--- src/rtl/sequence_player.sv ---
// Plays a latched sequence of direction elements as timed arrows: each element
// is shown for ON_TICKS display ticks, then blanked for OFF_TICKS ticks.
module sequence_player #(
    parameter int DIR_W     = 2,
    parameter int MAX_LEN   = 16,
    parameter int TICK_DIV  = 833333,
    parameter int ON_TICKS  = 30,
    parameter int OFF_TICKS = 15
) (
    input  logic                     clock,
    input  logic                     reset,
    input  logic [MAX_LEN*DIR_W-1:0] sequence_data,
    input  logic [7:0]               length,
    input  logic                     start,
    input  logic                     abort,
    output logic [DIR_W-1:0]         direction_arrow,
    output logic                     arrow_valid,
    output logic [7:0]               index,
    output logic                     busy,
    output logic                     done
);

    localparam int CYC_W     = (TICK_DIV > 1) ? $clog2(TICK_DIV) : 1;
    localparam int MAX_TICKS = (ON_TICKS > OFF_TICKS) ? ON_TICKS : OFF_TICKS;
    localparam int TICK_W    = (MAX_TICKS > 1) ? $clog2(MAX_TICKS) : 1;

    localparam logic [CYC_W-1:0]  CYC_LAST   = CYC_W'(TICK_DIV - 1);
    localparam logic [TICK_W-1:0] ON_LAST    = TICK_W'(ON_TICKS - 1);
    localparam logic [TICK_W-1:0] OFF_LAST   = TICK_W'(OFF_TICKS - 1);
    localparam logic [7:0]        MAX_LEN_8  = 8'(MAX_LEN);

    typedef enum logic [1:0] {
        S_IDLE,
        S_ON,
        S_OFF,
        S_DONE
    } state_t;

    state_t                   state_q, state_d;
    logic [MAX_LEN*DIR_W-1:0] seq_q, seq_d;
    logic [7:0]               len_q, len_d;
    logic [7:0]               idx_q, idx_d;
    logic [CYC_W-1:0]         cyc_q, cyc_d;
    logic [TICK_W-1:0]        tick_q, tick_d;
    logic [DIR_W-1:0]         arrow_q, arrow_d;
    logic                     valid_q, valid_d;
    logic                     busy_q, busy_d;
    logic                     done_q, done_d;

    logic [7:0]               len_clamped;
    logic                     last_cyc;

    // Element 0 sits in the most significant DIR_W bits.
    function automatic logic [DIR_W-1:0] elem_of(input logic [MAX_LEN*DIR_W-1:0] seq,
                                                 input logic [7:0] i);
        elem_of = '0;
        for (int k = 0; k < MAX_LEN; k++) begin
            if (i == 8'(k)) elem_of = seq[(MAX_LEN-1-k)*DIR_W +: DIR_W];
        end
    endfunction

    assign len_clamped = (length > MAX_LEN_8) ? MAX_LEN_8 : length;
    assign last_cyc    = (cyc_q == CYC_LAST);

    // start is a level sampled only in IDLE (abort has priority there);
    // done is a single-cycle pulse after the last OFF interval, never after abort/reset.
    always_comb begin
        state_d = state_q;
        seq_d   = seq_q;
        len_d   = len_q;
        idx_d   = idx_q;
        cyc_d   = '0;
        tick_d  = '0;
        arrow_d = arrow_q;
        valid_d = 1'b0;
        busy_d  = 1'b0;
        done_d  = 1'b0;

        case (state_q)
            S_IDLE: begin
                if (start && !abort) begin
                    seq_d = sequence_data;
                    len_d = len_clamped;
                    idx_d = '0;
                    if (len_clamped != 8'd0) begin
                        state_d = S_ON;
                        arrow_d = elem_of(sequence_data, 8'd0);
                        valid_d = 1'b1;
                        busy_d  = 1'b1;
                    end else begin
                        state_d = S_DONE;
                        done_d  = 1'b1;
                    end
                end
            end
            S_ON: begin
                if (abort) begin
                    state_d = S_IDLE;
                end else if (last_cyc && tick_q == ON_LAST) begin
                    state_d = S_OFF;
                    busy_d  = 1'b1;
                end else begin
                    valid_d = 1'b1;
                    busy_d  = 1'b1;
                    cyc_d   = last_cyc ? '0 : cyc_q + CYC_W'(1);
                    tick_d  = last_cyc ? tick_q + TICK_W'(1) : tick_q;
                end
            end
            S_OFF: begin
                if (abort) begin
                    state_d = S_IDLE;
                end else if (last_cyc && tick_q == OFF_LAST) begin
                    if (idx_q + 8'd1 < len_q) begin
                        state_d = S_ON;
                        idx_d   = idx_q + 8'd1;
                        arrow_d = elem_of(seq_q, idx_q + 8'd1);
                        valid_d = 1'b1;
                        busy_d  = 1'b1;
                    end else begin
                        state_d = S_DONE;
                        done_d  = 1'b1;
                    end
                end else begin
                    busy_d = 1'b1;
                    cyc_d  = last_cyc ? '0 : cyc_q + CYC_W'(1);
                    tick_d = last_cyc ? tick_q + TICK_W'(1) : tick_q;
                end
            end
            S_DONE: begin
                state_d = S_IDLE;
            end
            default: begin
                state_d = S_IDLE;
            end
        endcase
    end

    always_ff @(posedge clock) begin
        if (reset) begin
            state_q <= S_IDLE;
            seq_q   <= '0;
            len_q   <= '0;
            idx_q   <= '0;
            cyc_q   <= '0;
            tick_q  <= '0;
            arrow_q <= '0;
            valid_q <= 1'b0;
            busy_q  <= 1'b0;
            done_q  <= 1'b0;
        end else begin
            state_q <= state_d;
            seq_q   <= seq_d;
            len_q   <= len_d;
            idx_q   <= idx_d;
            cyc_q   <= cyc_d;
            tick_q  <= tick_d;
            arrow_q <= arrow_d;
            valid_q <= valid_d;
            busy_q  <= busy_d;
            done_q  <= done_d;
        end
    end

    assign direction_arrow = arrow_q;
    assign arrow_valid     = valid_q;
    assign index           = idx_q;
    assign busy            = busy_q;
    assign done            = done_q;

endmodule
--- config.mk ---
export PLATFORM = sky130hd
export DESIGN_NAME = sequence_player
export DESIGN_NICKNAME = d
export VERILOG_FILES = /design/src/rtl/sequence_player.sv
export SDC_FILE = /design/constraint.sdc
export NUM_CORES = 1
export LEC_CHECK = 0
export ABC_AREA = 1
export CAP_MARGIN = 5
export CORE_MARGIN = 4
export CORE_UTILIZATION = 34
export CTS_BUF_LIST = sky130_fd_sc_hd__clkbuf_8
export DETAILED_ROUTE_END_ITERATION = 10
export GPL_TIMING_DRIVEN = 0
export PLACE_DENSITY = 0.56
export SLEW_MARGIN = 20
export SYNTH_ARGS = -nofsm -noshare
export SYNTH_HDL_FRONTEND = slang
export SYNTH_SLANG_ARGS = --single-unit
--- constraint.sdc ---
create_clock -name clock -period 3.55 [get_ports clock]
set_input_delay 0.355 -clock clock [delete_from_list [all_inputs] [get_ports clock]]
set_output_delay 0.355 -clock clock [all_outputs]
set_load 0.1 [all_outputs]
==> impl_metrics.tcl <==
set metrics [dict create \
    syn-num-nets 705 \
    ir_drop_uv 220.2 \
    cts_tree "built" \
    viasPerCell 4.713 \
    setup_viol 0 \
    grt_pass1_wl_mm 18.83 \
    core_area_um2 12620 \
    ys_seq_area_frac 0.3652 \
    synthCells 640 \
    cts_hold_buffers 0 \
    first_pass_iters 4 \
    reg2reg_slack_ps 390 \
    path_buf_inv 2 \
    start_util 0.3475 \
    end_kind "flop" \
    cp.required_ps 3820 \
    htree_levels 3 \
    drv_slew 0 \
    die_x_um 121.6 \
    max_slew_margin 0.3121 \
    rows 41 \
    whs_ps 454.8 \
    synth_cell_types 37 \
    antenna_left 0 \
    status "complete, no violations" \
    fill_cells 1341 \
    seq_area_um2 1602 \
    final_cell_mix "inv_1 (105), nand2_1 (97), nor2_1 (83)" \
    grt_max_degree 13 \
    hold_viol 0 \
    wl_per_cell_um 12.75 \
    crit_fanout 10 \
    totalWireLength_mm 11.27 \
    grt_pass1_vias 4018 \
    crit_type "flop to flop" \
    max_freq_ghz 0.3167 \
    clk_latency_ps 360 \
    numClockSinks 80 \
    start_kind "flop" \
    clk_pin_slew_ps 80 \
    dieArea_um2 14780 \
    overflow 0 \
    antenna-diode-count 0 \
    crit_chain "ha_1 -> xnor2_2 -> inv_1 -> ha_1 -> nand2_1 -> o21ai_0 -> nand4_1 -> o211ai_1 -> o21ai_0 -> nand3_1 -> clkbuf_2 -> a21oi_1 -> a211oi_1" \
    drive_gt1_frac 0.06742 \
    clk_path_buf_depth 2 \
    dpl.hpwl_mm 8.863 \
    min_period_ps 3158 \
    critPathArrivalTime_ps 3430 \
    critPathMaxStageDelay_ps 480 \
    cts_buffers 9 \
    worstMarginPinSlew_ps 1029 \
    antenna_found_initial 0 \
    fin_cells 884 \
    grt_usage 0.1612 \
    worst_path_max_delay_cell "dfxtp_1" \
    die_y_um 121.6 \
    final_common_cell "inv_1" \
    multi_input_area_um2 2283 \
    area_growth_pct 22.25 \
    max_cap_viol_count 0 \
    dr_total_vias 4166 \
    route.detailed.drc 0 \
    hp-class "flop to flop" \
    finClkSkew_ps 9.650 \
    avgSynthCellArea_um2 6.852 \
    io_buffers 56 \
    ioPinCount 57 \
    dpl.cell_count 868 \
    drtIter0Drc 241 \
    ys_ff_latch 80 \
    fin_crit_sh 0.8895 \
    root_buffer "clkbuf_8" \
    cts_setup_buffers 0 \
    leakage_nw 2.142 \
    netlist_area_um2 4385 \
    yosysWarnings 0 \
    cpLargestDelayFamily "compound AO/OA/AOI/OAI gates" \
    rsz0062_at_grt "no" \
    tns_ps 0 \
    layout.nets 772 \
    power_density_nw_per_um2 575.5 \
    routabilityCongestion 0.8822 \
]
## synth_stat cells (all sizes together)
master  instances  area, um^2
nor4            6       50.04
o211ai          2       15.01
clkbuf         16       60.06
a21oi          42       217.7
nand4          11       68.82
nand3          43       235.2
dfxtp          80        1602
clkinv          1       5.000
xnor2           3       33.79
ha             21       262.8
o31ai           1       7.510
a221oi          1       8.760
o21ai          64       320.3
inv           111       416.7
buf             2       18.77
o21bai          1       7.510
nand2         101       389.1
nor2           89       369.1
a31oi           3       18.77
a211oi         10       75.07
and3            1       6.260
nor3b           2       20.02
a311oi          1       8.760
xor2            5       43.79
nor3           23       125.1
## flip-flops by register name, summed over array words and instances (netlist names), 2 cells and up
signal	count
tick_q	5
index	8
direction_arrow	2
len_q	8
cyc_q	20
seq_q	32
state_q	2
## metrics by stage
stage | setup WS (ps) | utilization | cell area, um^2 | total power [mW]
final | 392.1 | 0.4248 | 5361 | 3.086
after global routing | 111.7 | 0.4248 | 5361 | 3.337
after CTS | 214.2 | 0.4247 | 5360 | 3.125
after detailed placement | 228.0 | 0.4090 | 5161 | 2.425
after global placement | 349.2 | 0.4090 | 5161 | 2.406
after floorplan | 267.7 | - | 4385 | 2.069
## worst paths after layout
check,start,to,cells past startpoint
hold reg to reg,seq_q[8],seq_q[8],2
setup reg to reg,index[0],index[4],13
hold / removal,seq_q[8],seq_q[8],2
setup / recovery,index[0],index[4],13
## logic make-up (layout without fill, tap and decap cells)
group	after synthesis	count (layout)	synth area share
AO/OA/AOI/OAI	125	125	0.1549
XOR/XNOR	8	8	0.01769
adder cells (fa/ha/maj)	21	21	0.05991
buffers and inverters	130	202	0.1141
flip-flops	80	80	0.3652
AND/OR/NAND/NOR	276	276	0.2882
## metal layers
| layer | vias to the layer above | share of wire | GRT usage |
|---|---|---|---|
| li1 | 2207 | - | - |
| met1 | 1882 | 0.46 | 0.2001 |
| met2 | 67 | 0.47 | 0.2653 |
| met3 | 10 | 0.056 | 0.05664 |
| met4 | 0 | 0.013 | 0.04622 |
| met5 | - | 0 | 0 |
## repair_timing
action | in CTS | in global routing
setup endpoints to repair | 0 | 1
resized for setup | 0 | 2
hold endpoints to repair | 0 | 0
## power by group
group,switching (mW),internal (mW)
clock network,0.326,0.356
registers,0.0792,1.03
logic,0.899,0.400
total,1.30,1.78
## tightest hold or removal path, cell delays in order, from the launching register on
cell	delay (ps)
dfxtp_1	300
inv_1	60
a21oi_1	50
## final cells by class
| class | instances | share of cell area |
|---|---|---|
| clock buffers | 11 | 0.02824 |
| flip-flops and latches | 80 | 0.2987 |
| clock inverters | 5 | 0.008868 |
| well taps | 172 | 0.04014 |
| multi-input cells | 430 | 0.4259 |
| plain buffers | 18 | 0.01494 |
| repair buffers | 56 | 0.1046 |
| inverters | 112 | 0.07865 |
Note: power is estimated with default switching activity, not from simulation.
